<file path="config.mk">
export PLATFORM = sky130hd
export DESIGN_NAME = mvd_can_mv_wr_flat
export DESIGN_NICKNAME = d
export VERILOG_FILES = /design/src/rtl/mvd_can_mv_wr_pkg.sv /design/src/rtl/mvd_can_mv_wr_if.sv /design/src/rtl/mvd_can_mv_wr.sv /design/src/flat_wrapper.sv
export SDC_FILE = /design/constraint.sdc
export NUM_CORES = 1
export LEC_CHECK = 0
export CAP_MARGIN = 20
export CORE_MARGIN = 10
export CORE_UTILIZATION = 43
export CTS_CLUSTER_DIAMETER = 150
export DETAILED_ROUTE_END_ITERATION = 7
export HOLD_SLACK_MARGIN = 0.1
export PLACE_DENSITY = 0.87
export SLEW_MARGIN = 20
export SYNTH_ARGS = -nofsm -noshare
export SYNTH_HDL_FRONTEND = slang
export SYNTH_SLANG_ARGS = --single-unit
</file>
<file path="constraint.sdc">
create_clock -name clk -period 3.4 [get_ports clk]
set_input_delay 0.85 -clock clk [delete_from_list [all_inputs] [get_ports clk]]
set_output_delay 0.85 -clock clk [all_outputs]
set_load 0.01 [all_outputs]
</file>
<file path="src/rtl/mvd_can_mv_wr_pkg.sv">
// Shared definitions for the MV candidate write side and its read-side companion.
// Contents:
// - picture column width
// - cell-address packing {y,x}
// - valid codes
// - FSM state type
// - a helper that clips a PU extent to the last cell index

`ifndef PIC_X_WIDTH
`define PIC_X_WIDTH 7
`endif

package mvd_can_mv_wr_pkg;

    localparam int unsigned PIC_X_W = `PIC_X_WIDTH;
    localparam int unsigned DATA_W  = 26;
    localparam int unsigned CELL_AW = 6;

    // Valid codes the read side uses to pick a buffer.
    typedef enum logic [1:0] {
        VldNone = 2'b00,
        VldNbr  = 2'b01,
        VldCur  = 2'b10
    } mv_vld_e;

    typedef enum logic [1:0] {
        StIdle,
        StPuWr,
        StCopy,
        StDone
    } state_e;

    function automatic logic [CELL_AW-1:0] cell_addr(input logic [2:0] y, input logic [2:0] x);
        return {y, x};
    endfunction

    // Last cell index covered by a PU dimension.
    // A sub-8 size still covers one cell.
    // Anything past cell 7 is clipped.
    function automatic logic [2:0] cell_last(input logic [2:0] first, input logic [3:0] ncells);
        logic [3:0] n;
        logic [4:0] last;
        n    = (ncells == 4'd0) ? 4'd1 : ncells;
        last = {2'b00, first} + {1'b0, n} - 5'd1;
        return (last > 5'd7) ? 3'd7 : last[2:0];
    endfunction

endpackage

</file>
<file path="src/rtl/mvd_can_mv_wr_if.sv">
// Command and memory-port bundle of mvd_can_mv_wr.
// master: the controller/bench side (drives PU commands and the current-array read data).
// slave : the write engine (drives busy/done and all memory write/read ports).

interface mvd_can_mv_wr_if;
    import mvd_can_mv_wr_pkg::*;

    logic [PIC_X_W-1:0]   mb_x_i;
    logic                 start_i;
    logic [5:0]           pos_x_i;
    logic [5:0]           pos_y_i;
    logic [6:0]           pu_width_i;
    logic [6:0]           pu_height_i;
    logic [DATA_W-1:0]    data_i;
    logic                 lcu_end_i;

    logic                 busy_o;
    logic                 pu_done_o;
    logic                 lcu_done_o;

    logic                 cur_wen_o;
    logic [CELL_AW-1:0]   cur_waddr_o;
    logic [DATA_W-1:0]    cur_wdata_o;
    logic                 cur_ren_o;
    logic [CELL_AW-1:0]   cur_raddr_o;
    logic [DATA_W-1:0]    cur_rdata_i;

    logic                 left_wen_o;
    logic [2:0]           left_addr_o;
    logic [DATA_W-1:0]    left_data_o;
    logic                 top_wen_o;
    logic [PIC_X_W+2:0]   top_addr_o;
    logic [DATA_W-1:0]    top_data_o;

    modport master (
        output mb_x_i, start_i, pos_x_i, pos_y_i, pu_width_i, pu_height_i, data_i, lcu_end_i,
        output cur_rdata_i,
        input  busy_o, pu_done_o, lcu_done_o,
        input  cur_wen_o, cur_waddr_o, cur_wdata_o, cur_ren_o, cur_raddr_o,
        input  left_wen_o, left_addr_o, left_data_o, top_wen_o, top_addr_o, top_data_o
    );

    modport slave (
        input  mb_x_i, start_i, pos_x_i, pos_y_i, pu_width_i, pu_height_i, data_i, lcu_end_i,
        input  cur_rdata_i,
        output busy_o, pu_done_o, lcu_done_o,
        output cur_wen_o, cur_waddr_o, cur_wdata_o, cur_ren_o, cur_raddr_o,
        output left_wen_o, left_addr_o, left_data_o, top_wen_o, top_addr_o, top_data_o
    );

endinterface

</file>
<file path="src/rtl/mvd_can_mv_wr.sv">
// Write side of the MV candidate store.
// - Writes each PU's motion data into the 8x8-cell current-LCU array, one cell per cycle.
// - At LCU end, copies column 7 into the left buffer and row 7 into the top-line buffer.
// Ports:
// - clk, rst : clock; synchronous active-high reset
// - bus      : slave side of mvd_can_mv_wr_if (commands, status, cur/left/top memory ports)

module mvd_can_mv_wr
    import mvd_can_mv_wr_pkg::*;
(
    input  logic           clk,
    input  logic           rst,
    mvd_can_mv_wr_if.slave bus
);

    state_e              state_q, state_d;
    logic [2:0]          x_q, x_d;
    logic [2:0]          y_q, y_d;
    logic [2:0]          x0_q, x0_d;
    logic [2:0]          x_last_q, x_last_d;
    logic [2:0]          y_last_q, y_last_d;
    logic [DATA_W-1:0]   data_q, data_d;
    logic [PIC_X_W-1:0]  mb_x_q, mb_x_d;
    logic                pend_q, pend_d;
    logic                copy_q, copy_d;     // current DONE belongs to a border copy
    logic [4:0]          k_q, k_d;           // copy read index, 16 = drain cycle
    logic                wr_vld_q, wr_vld_d; // border write pending from last cycle's read
    logic [3:0]          wr_k_q, wr_k_d;

    logic                cur_wen, cur_ren, pu_done, lcu_done;
    logic [CELL_AW-1:0]  cur_waddr, cur_raddr;
    logic [DATA_W-1:0]   cur_wdata;
    logic                left_wen, top_wen;

    logic unused_low_bits;
    assign unused_low_bits = ^{bus.pos_x_i[2:0], bus.pos_y_i[2:0],
                               bus.pu_width_i[2:0], bus.pu_height_i[2:0]};

    always_ff @(posedge clk) begin
        if (rst) begin
            state_q  <= StIdle;
            x_q      <= '0;
            y_q      <= '0;
            x0_q     <= '0;
            x_last_q <= '0;
            y_last_q <= '0;
            data_q   <= '0;
            mb_x_q   <= '0;
            pend_q   <= 1'b0;
            copy_q   <= 1'b0;
            k_q      <= '0;
            wr_vld_q <= 1'b0;
            wr_k_q   <= '0;
        end else begin
            state_q  <= state_d;
            x_q      <= x_d;
            y_q      <= y_d;
            x0_q     <= x0_d;
            x_last_q <= x_last_d;
            y_last_q <= y_last_d;
            data_q   <= data_d;
            mb_x_q   <= mb_x_d;
            pend_q   <= pend_d;
            copy_q   <= copy_d;
            k_q      <= k_d;
            wr_vld_q <= wr_vld_d;
            wr_k_q   <= wr_k_d;
        end
    end

    always_comb begin
        state_d   = state_q;
        x_d       = x_q;
        y_d       = y_q;
        x0_d      = x0_q;
        x_last_d  = x_last_q;
        y_last_d  = y_last_q;
        data_d    = data_q;
        mb_x_d    = mb_x_q;
        pend_d    = pend_q;
        copy_d    = copy_q;
        k_d       = k_q;
        wr_vld_d  = 1'b0;
        wr_k_d    = wr_k_q;
        cur_wen   = 1'b0;
        cur_waddr = '0;
        cur_wdata = '0;
        cur_ren   = 1'b0;
        cur_raddr = '0;
        pu_done   = 1'b0;
        lcu_done  = 1'b0;

        unique case (state_q)
            StIdle: begin
                if (bus.start_i) begin
                    x0_d     = bus.pos_x_i[5:3];
                    x_d      = bus.pos_x_i[5:3];
                    y_d      = bus.pos_y_i[5:3];
                    x_last_d = cell_last(bus.pos_x_i[5:3], bus.pu_width_i[6:3]);
                    y_last_d = cell_last(bus.pos_y_i[5:3], bus.pu_height_i[6:3]);
                    data_d   = bus.data_i;
                    copy_d   = 1'b0;
                    state_d  = StPuWr;
                    // A simultaneous LCU end is deferred until this PU completes.
                    if (bus.lcu_end_i) begin
                        pend_d = 1'b1;
                        mb_x_d = bus.mb_x_i;
                    end
                end else if (bus.lcu_end_i) begin
                    mb_x_d  = bus.mb_x_i;
                    k_d     = '0;
                    copy_d  = 1'b1;
                    state_d = StCopy;
                end
            end
            StPuWr: begin
                cur_wen   = 1'b1;
                cur_waddr = cell_addr(y_q, x_q);
                cur_wdata = data_q;
                if (x_q == x_last_q) begin
                    if (y_q == y_last_q) begin
                        state_d = StDone;
                    end else begin
                        x_d = x0_q;
                        y_d = y_q + 3'd1;
                    end
                end else begin
                    x_d = x_q + 3'd1;
                end
            end
            StCopy: begin
                if (!k_q[4]) begin
                    cur_ren   = 1'b1;
                    // k<8: column 7 for the left buffer; k>=8: row 7 for the top line.
                    cur_raddr = k_q[3] ? cell_addr(3'd7, k_q[2:0]) : cell_addr(k_q[2:0], 3'd7);
                    wr_vld_d  = 1'b1;
                    wr_k_d    = k_q[3:0];
                    k_d       = k_q + 5'd1;
                end else begin
                    // Extra cycle lets the last read's write land before DONE.
                    state_d = StDone;
                end
            end
            StDone: begin
                pu_done  = ~copy_q;
                lcu_done = copy_q;
                if (pend_q) begin
                    pend_d  = 1'b0;
                    k_d     = '0;
                    copy_d  = 1'b1;
                    state_d = StCopy;
                end else begin
                    state_d = StIdle;
                end
            end
            default: state_d = StIdle;
        endcase
    end

    assign left_wen = wr_vld_q & ~wr_k_q[3];
    assign top_wen  = wr_vld_q & wr_k_q[3];

    assign bus.busy_o      = (state_q != StIdle);
    assign bus.pu_done_o   = pu_done;
    assign bus.lcu_done_o  = lcu_done;
    assign bus.cur_wen_o   = cur_wen;
    assign bus.cur_waddr_o = cur_waddr;
    assign bus.cur_wdata_o = cur_wdata;
    assign bus.cur_ren_o   = cur_ren;
    assign bus.cur_raddr_o = cur_raddr;
    assign bus.left_wen_o  = left_wen;
    assign bus.left_addr_o = left_wen ? wr_k_q[2:0] : 3'd0;
    assign bus.left_data_o = left_wen ? bus.cur_rdata_i : '0;
    assign bus.top_wen_o   = top_wen;
    assign bus.top_addr_o  = top_wen ? {mb_x_q, wr_k_q[2:0]} : '0;
    assign bus.top_data_o  = top_wen ? bus.cur_rdata_i : '0;

endmodule
</file>
<file path="src/flat_wrapper.sv">
// flat-port wrapper written by rule: the top's interface ports become plain ports
module mvd_can_mv_wr_flat import mvd_can_mv_wr_pkg::*;
  (clk, rst, bus_mb_x_i, bus_start_i, bus_pos_x_i, bus_pos_y_i, bus_pu_width_i, bus_pu_height_i, bus_data_i, bus_lcu_end_i, bus_cur_rdata_i, bus_busy_o, bus_pu_done_o, bus_lcu_done_o, bus_cur_wen_o, bus_cur_waddr_o, bus_cur_wdata_o, bus_cur_ren_o, bus_cur_raddr_o, bus_left_wen_o, bus_left_addr_o, bus_left_data_o, bus_top_wen_o, bus_top_addr_o, bus_top_data_o);
  mvd_can_mv_wr_if bus_i ();
  input  logic clk;
  input  logic rst;
  input wire logic [$bits(bus_i.mb_x_i)-1:0] bus_mb_x_i;
  input wire logic [$bits(bus_i.start_i)-1:0] bus_start_i;
  input wire logic [$bits(bus_i.pos_x_i)-1:0] bus_pos_x_i;
  input wire logic [$bits(bus_i.pos_y_i)-1:0] bus_pos_y_i;
  input wire logic [$bits(bus_i.pu_width_i)-1:0] bus_pu_width_i;
  input wire logic [$bits(bus_i.pu_height_i)-1:0] bus_pu_height_i;
  input wire logic [$bits(bus_i.data_i)-1:0] bus_data_i;
  input wire logic [$bits(bus_i.lcu_end_i)-1:0] bus_lcu_end_i;
  input wire logic [$bits(bus_i.cur_rdata_i)-1:0] bus_cur_rdata_i;
  output wire logic [$bits(bus_i.busy_o)-1:0] bus_busy_o;
  output wire logic [$bits(bus_i.pu_done_o)-1:0] bus_pu_done_o;
  output wire logic [$bits(bus_i.lcu_done_o)-1:0] bus_lcu_done_o;
  output wire logic [$bits(bus_i.cur_wen_o)-1:0] bus_cur_wen_o;
  output wire logic [$bits(bus_i.cur_waddr_o)-1:0] bus_cur_waddr_o;
  output wire logic [$bits(bus_i.cur_wdata_o)-1:0] bus_cur_wdata_o;
  output wire logic [$bits(bus_i.cur_ren_o)-1:0] bus_cur_ren_o;
  output wire logic [$bits(bus_i.cur_raddr_o)-1:0] bus_cur_raddr_o;
  output wire logic [$bits(bus_i.left_wen_o)-1:0] bus_left_wen_o;
  output wire logic [$bits(bus_i.left_addr_o)-1:0] bus_left_addr_o;
  output wire logic [$bits(bus_i.left_data_o)-1:0] bus_left_data_o;
  output wire logic [$bits(bus_i.top_wen_o)-1:0] bus_top_wen_o;
  output wire logic [$bits(bus_i.top_addr_o)-1:0] bus_top_addr_o;
  output wire logic [$bits(bus_i.top_data_o)-1:0] bus_top_data_o;
  assign bus_i.mb_x_i = bus_mb_x_i;
  assign bus_i.start_i = bus_start_i;
  assign bus_i.pos_x_i = bus_pos_x_i;
  assign bus_i.pos_y_i = bus_pos_y_i;
  assign bus_i.pu_width_i = bus_pu_width_i;
  assign bus_i.pu_height_i = bus_pu_height_i;
  assign bus_i.data_i = bus_data_i;
  assign bus_i.lcu_end_i = bus_lcu_end_i;
  assign bus_i.cur_rdata_i = bus_cur_rdata_i;
  assign bus_busy_o = bus_i.busy_o;
  assign bus_pu_done_o = bus_i.pu_done_o;
  assign bus_lcu_done_o = bus_i.lcu_done_o;
  assign bus_cur_wen_o = bus_i.cur_wen_o;
  assign bus_cur_waddr_o = bus_i.cur_waddr_o;
  assign bus_cur_wdata_o = bus_i.cur_wdata_o;
  assign bus_cur_ren_o = bus_i.cur_ren_o;
  assign bus_cur_raddr_o = bus_i.cur_raddr_o;
  assign bus_left_wen_o = bus_i.left_wen_o;
  assign bus_left_addr_o = bus_i.left_addr_o;
  assign bus_left_data_o = bus_i.left_data_o;
  assign bus_top_wen_o = bus_i.top_wen_o;
  assign bus_top_addr_o = bus_i.top_addr_o;
  assign bus_top_data_o = bus_i.top_data_o;
  mvd_can_mv_wr u_core (.clk(clk), .rst(rst), .bus(bus_i));
endmodule
</file>
==> impl_results.md, run 1 <==
- Post-synth ARST share: 0%
- Final Hold Viols: 0
- Post-synth top cells: 87 x nand2_1, 64 x and2_1, 62 x dfxtp_1
- F_max: between 0.3 and 0.4 GHz
- Post-route ant nets: 0
- RSZ-0062 raised after global routing: false
- Die Ht: 113 um
- Status: finished clean
- P per Cell Area: slightly above 500 nW/um2
- Drt first-iter violations: 250
- Fin Setup TNS: 0 ns
- Ranking of synthesized cells by area: dfxtp_1 33%, and2_1 11%, nand2_1 8.8%, a21oi_1 8.1%, ha_1 6.4%
- Antenna violations before repair: 0
- GPL Wtd Cong: a little under 0.9
- H-tree levels: 3
- Clk sink count: 62
- Final WS setup: around 0.34 ns
- Layout area overhead: 57.5%
- Die area: ~13,000 um2
- Slew margin rel.: between 50% and 60%
- Global route overflow: 0
- Ys flop type: dfxtp_1
- Initial DRT Pass Iterations: 4
- Crit path kind: flop to primary output
- DRT Wirelength: around 13 mm
- CP Capture Type: primary output
- Antenna cells: 0
- CTS root buf: clkbuf_8
- Synth Register Bits: 62
- Total CTS buffers: 9
- Crit path time final: around 3.1 ns
- Clock-pin slew on the worst setup and hold paths: 0.07 ns
- Hpwl dp: 10.4 mm
- Hold WC Path Type: flop to flop
- Yosys Warn Count: 0
- EDFF count, synth: 0
- Slew Viols, Final: 0
- Fin cells: 785
- GRT Total Usage: a little under 20%
- Critical path startpoint category: flop
- TritonCTS clock tree: built
- WL per Instance: 16.6 um
- Synthesized instance count: 503
- WP data arrival: about 2.2 ns
- # rows: 33
- PostCTS Resize Cnt: 0
- Final core occ: between 70% and 80%
- Clock Skews: 0.00934 ns
- Max_cap viols: 0
- Cell taking the most area after synthesis: dfxtp_1
- Post-synthesis sequential area ratio: roughly 33%
- Area of the core: around 8300 um2
- CP required: 2.55 ns
- Io pins: 199
- Largest net degree at the start of global routing: 39
- First-pass GRT wire length: 20.9 mm
- I/O Buffers: between 150 and 200
- Pleak: roughly 0.0025 uW
- Library cells used by synthesis: 43
- Peak supply drop: between 0.3 and 0.4 mV
- Critical Path Fanout Max: 13
- Top-area cell type share of the netlist area: around a third
- Count leader, synth: nand2_1
- Period Utilization, post-route: 90.0%
- Skew-Pair Late Insertion Delay: ~0.34 ns
- Post-Place Cells: between 700 and 800
- Post-synth design cell area: around 3700 um2
- Synthesized area per cell: 7.37 um2
- Setup Viol. Count Final: 0
- Vias in the first global route: ~4.0k
- Via count: ~4k
- Layout cell share with drive strength beyond 1: about 4.9%
- Worst Tran Pin Value: 0.680 ns
- Post-placement setup slack: between 0.2 and 0.25 ns
- Net count, final: 785
- Syn_nets: 613
- Initial Utilization: between 40% and 50%
- Deepest clock path buffer count: 2
- Post-CTS setup buffer count: 0
- Cts hold-fix bufs: 0
- Vias per cell: a little over 5
- Die Wd: ~110 um
- DRC Markers: 0
==> final cells by class <==
type | instances | area, um2
clock buffer | 10 | 138
timing repair buffer | 196 | 1940
fill | 653 | 2460
inverter | 38 | 143
clock inverter | 6 | 61.3
sequential | 62 | 1240
multi-input combinational | 368 | 2180
tap | 105 | 131
==> layer usage <==
metal	vias up	share of wire (%)	global-route usage, %
met3	20	8.3	5.23
li1	2013	-	-
met4	0	1.7	5.67
met1	1816	40	22.0
met2	165	50	35.4
met5	-	0	0
==> cells by family (layout without fill, tap and decap cells) <==
logic type      count (synthesis)  count (layout)  share of synthesized area (%)
simple gates                  238             238                           32.4
compound gates                 94              94                           15.2
buf+inv                        73             250                           7.73
flops                          62              62                           33.5
fa+ha+maj                      21              21                           7.49
xor+xnor                       11              11                           2.60
mux                             4               4                           1.11
==> through the flow <==
| step | hold WS, ns | instance area (um2) | power, uW |
|---|---|---|---|
| floorplan | 0.432 | 3710 | 1820 |
| global placement | 0.437 | 5640 | 2270 |
| detailed placement | 0.443 | 5640 | 2320 |
| CTS | 0.453 | 5840 | 2980 |
| global route | 0.468 | 5840 | 3180 |
| finish | 0.450 | 5840 | 2960 |
==> power by group <==
group          switching, uW  total [uW]  leakage, uW  internal (uW)
Combinational            737        1340      0.00184            601
Sequential               103         973     0.000509            870
Clock                    297         652     0.000102            356
Total                   1140        2960      0.00245           1830
==> final timing paths <==
check	startpoint	endpoint	slack (ns)	cells after the start
worst max-delay path	u_core.state_q[0]	bus_cur_ren_o	0.34	5
worst min-delay path	u_core.data_q[18]	u_core.data_q[18]	0.45	2
worst max register to register	u_core.state_q[0]	u_core.y_last_q[0]	1.27	6
worst min register to register	u_core.data_q[18]	u_core.data_q[18]	0.45	2
==> critical path, cell delays in order (launching register included) <==
cell	delay, ns
dfxtp_1	0.39
inv_1	0.08
ha_1	0.28
nand2b_1	0.39
inv_1	0.19
clkdlybuf4s50_1	0.54
==> flip-flops by register name (all words and copies together) (netlist names), 2 cells and up <==
signal and count:
u_core.mb_x_q 7, u_core.y_q 3, u_core.x0_q 3, u_core.x_q 3
u_core.state_q 2, u_core.y_last_q 3, u_core.data_q 26, u_core.k_q 5
u_core.wr_k_q 4, u_core.x_last_q 3
==> cells in the final DEF, fill, tap and decap left out, types with 3 or more instances in the layout <==
master | Yosys | layout
nor2_1 | 26 | 26
buf_4 | 0 | 9
dfxtp_1 | 62 | 62
o211ai_1 | 3 | 3
inv_1 | 37 | 37
nor2b_1 | 3 | 3
xnor2_1 | 8 | 8
a211oi_1 | 10 | 10
clkbuf_8 | 0 | 10
mux2i_1 | 3 | 3
ha_1 | 19 | 19
a31oi_1 | 4 | 4
and3_1 | 37 | 37
o21ai_0 | 4 | 4
xor2_1 | 3 | 3
nand3_1 | 7 | 7
nor3_1 | 4 | 4
nand2_1 | 87 | 87
clkinv_2 | 0 | 3
and2_1 | 64 | 64
clkdlybuf4s50_1 | 0 | 185
a21oi_1 | 60 | 60
No activity file was read; power rests on OpenSTA's default activity.
==> run 2: changes to the inputs <==
Settings changed: ABC_AREA set to 1, CORE_UTILIZATION 43 to 36, GPL_TIMING_DRIVEN set to 1, PLACE_DENSITY 0.87 to 0.77.
Clock period 3.4 ns to 2.48 ns, I/O delays scaled along.
==> impl_results.md, run 2 <==
- First-pass GRT wire length: between 15 and 20 mm
- Crit path kind: input pin to primary output
- Slew margin rel.: 69.9%
- Clock Skews: 0.00691 ns
- Global route overflow: 0
- DRT Wirelength: 13.4 mm
- GR Layer Usage met1: 18.6%
- Leading cell types in the layout, fill and taps excluded: 153 x nor2_1, 137 x clkdlybuf4s50_1, 119 x inv_1
- Initial Utilization: a little under two fifths
- Clk sink count: 62
- Setup Viol. Count Final: 0
- Cts hold-fix bufs: 0
- Crit path time final: 2.44 ns
- Library cells used by synthesis: 33
- Vias per cell: between 4 and 5
- Yosys Warn Count: 0
- Count leader, synth: nor2_1
- DRC Markers: 0
- CP required: ~1.9 ns
- Via count: 4,327
- F_max: 0.409 GHz
- Ys flop type: dfxtp_1
- Placed cell area: 5920 um2
- R2R Path Start: u_core.state_q[0]
- Skew-Pair Late Insertion Delay: between 0.3 and 0.4 ns
- Antenna violations before repair: 0
- Synthesized area per cell: ~6.2 um2
- Max_cap viols: 0
- EDFF count, synth: 0
- Critical path startpoint category: input pin
- CP Capture Type: primary output
- Vias in the first global route: 4,074
- Layout cell share with drive strength beyond 1: 8.19%
- Post-synth ARST share: 0%
- Die area: between 15,000 and 20,000 um2
- Commonest non-fill, non-tap cell in the layout: nor2_1
- Total CTS buffers: 9
- Fin cells: roughly 950
- Layout area overhead: 63.1%
- Hold_ws: roughly 0.45 ns
- Slew Viols, Final: 0
- Synth Register Bits: 62
- WL per Instance: about 14 um
- Hold WC Path Type: flop to flop
- Post-synth top cells: 154 x nor2_1, 121 x inv_1, 101 x nand2_1
- Hpwl dp: 10.4 mm
- Initial DRT Pass Iterations: 5
- GRT Total Usage: 16.0%
- Status: finished clean
- Deepest clock path buffer count: 2
- Area of the core: 10,400 um2
- Largest net degree at the start of global routing: 50
- Io pins: 199
- Syn_nets: 732
- Synthesized instance count: just over 600
- Hold path start: u_core.mb_x_q[3]
- Ranking of synthesized cells by area: dfxtp_1 32%, nor2_1 15%, inv_1 12%, nand2_1 9.9%, ha_1 6.2%
- WP data arrival: about 1.8 ns
- I/O Buffers: about 190
- P per Cell Area: 715 nW/um2
- Post-synthesis sequential area ratio: ~32%
- Reg with most FFs: u_core.data_q
- H-tree levels: 3
- GPL Wtd Cong: around 0.9
- Pleak: ~0.0037 uW
- Antenna cells: 0
- M2 GR Usage: around 29%
- Post-synth design cell area: around 3800 um2
- Cell taking the most area after synthesis: dfxtp_1
- # rows: 37
- Critical Path Fanout Max: 2
- Period Utilization, post-route: a little under 100%
- Post-Place Cells: just over 900
- Met3 Track Usage GR: under 10%
- Die Ht: 123 um
- Gr busiest metal: met2
- Worst Tran Pin Value: between 0.4 and 0.5 ns
- Design area: 6270 um2
- Final Hold Viols: 0
- Peak supply drop: around 0.52 mV
- Top-area cell type share of the netlist area: between 30% and 40%
- Max FFs per register: 26
- TritonCTS clock tree: built
- Clock-pin slew on the worst setup and hold paths: approximately 0.060 ns
- Die Wd: about 120 um
- Largest regs: u_core.data_q: 26 flops, u_core.mb_x_q: 7 flops, u_core.k_q: 5 flops
- Post-route ant nets: 0
- CTS root buf: clkbuf_8
- Net count, final: between 900 and 1k
- Crit path from: bus_cur_rdata_i[10]
- Drt first-iter violations: 273
[run 2: cell type report]
class,count,area (um2)
Multi-Input combinational cell,403,2020
Tap cell,136,170
Inverter,130,488
Sequential cell,62,1240
Fill cell,947,4100
Clock buffer,11,141
Clock inverter,4,47.5
Timing Repair Buffer,208,2170
[run 2: worst max-delay path, stage by stage]
cell             delay [ns]
clkdlybuf4s50_1        0.46
inv_1                  0.06
nor2_1                 0.13
clkdlybuf4s50_1        0.56
[run 2: metal layers]
| layer | vias up | wire length (um) |
|---|---|---|
| met5 | - | 0 |
| met4 | 0 | 228 |
| met3 | 20 | 645 |
| met2 | 118 | 7020 |
| met1 | 1936 | 5540 |
| li1 | 2253 | - |
[run 2: cell families after synthesis]
family | count (synthesis) | share of synthesized area (%)
xor+xnor | 6 | 1.56
buf+inv | 157 | 15.8
flops | 62 | 32.3
simple gates | 289 | 31.1
fa+ha+maj | 21 | 7.22
compound gates | 87 | 12.1
[run 2: worst paths after layout]
kind                   endpoint  slack (ns)  depth (start not counted)
max          bus_top_data_o[10]        0.04                          4
max reg2reg       u_core.k_q[0]        0.59                          9
min reg2reg    u_core.mb_x_q[3]        0.45                          2
min            u_core.mb_x_q[3]        0.45                          2
[run 2: power by group]
group          internal (uW)  total, uW  switching, uW
registers               1240       1410            169
clock network            483        871            388
logic                    953       2210           1250
[run 2: what timing repair did]
action                     CTS  global route
gates cloned                 0             1
setup endpoints to repair   37            64
resized for setup           10            46
buffers inserted             0             3
[run 2: per-stage QoR]
| step | utilization, % | setup TNS [ns] | setup slack, ns | power (uW) |
|---|---|---|---|---|
| floorplan | - | 0 | 0.422 | 2770 |
| global placement | 57.1 | -0.637 | -0.125 | 3500 |
| detailed placement | 57.1 | -1.18 | -0.231 | 3580 |
| CTS | 59.0 | -0.0263 | -0.0152 | 4470 |
| global route | 60.5 | -0.00420 | -0.00263 | 4850 |
| finish | 60.5 | 0 | 0.0356 | 4490 |
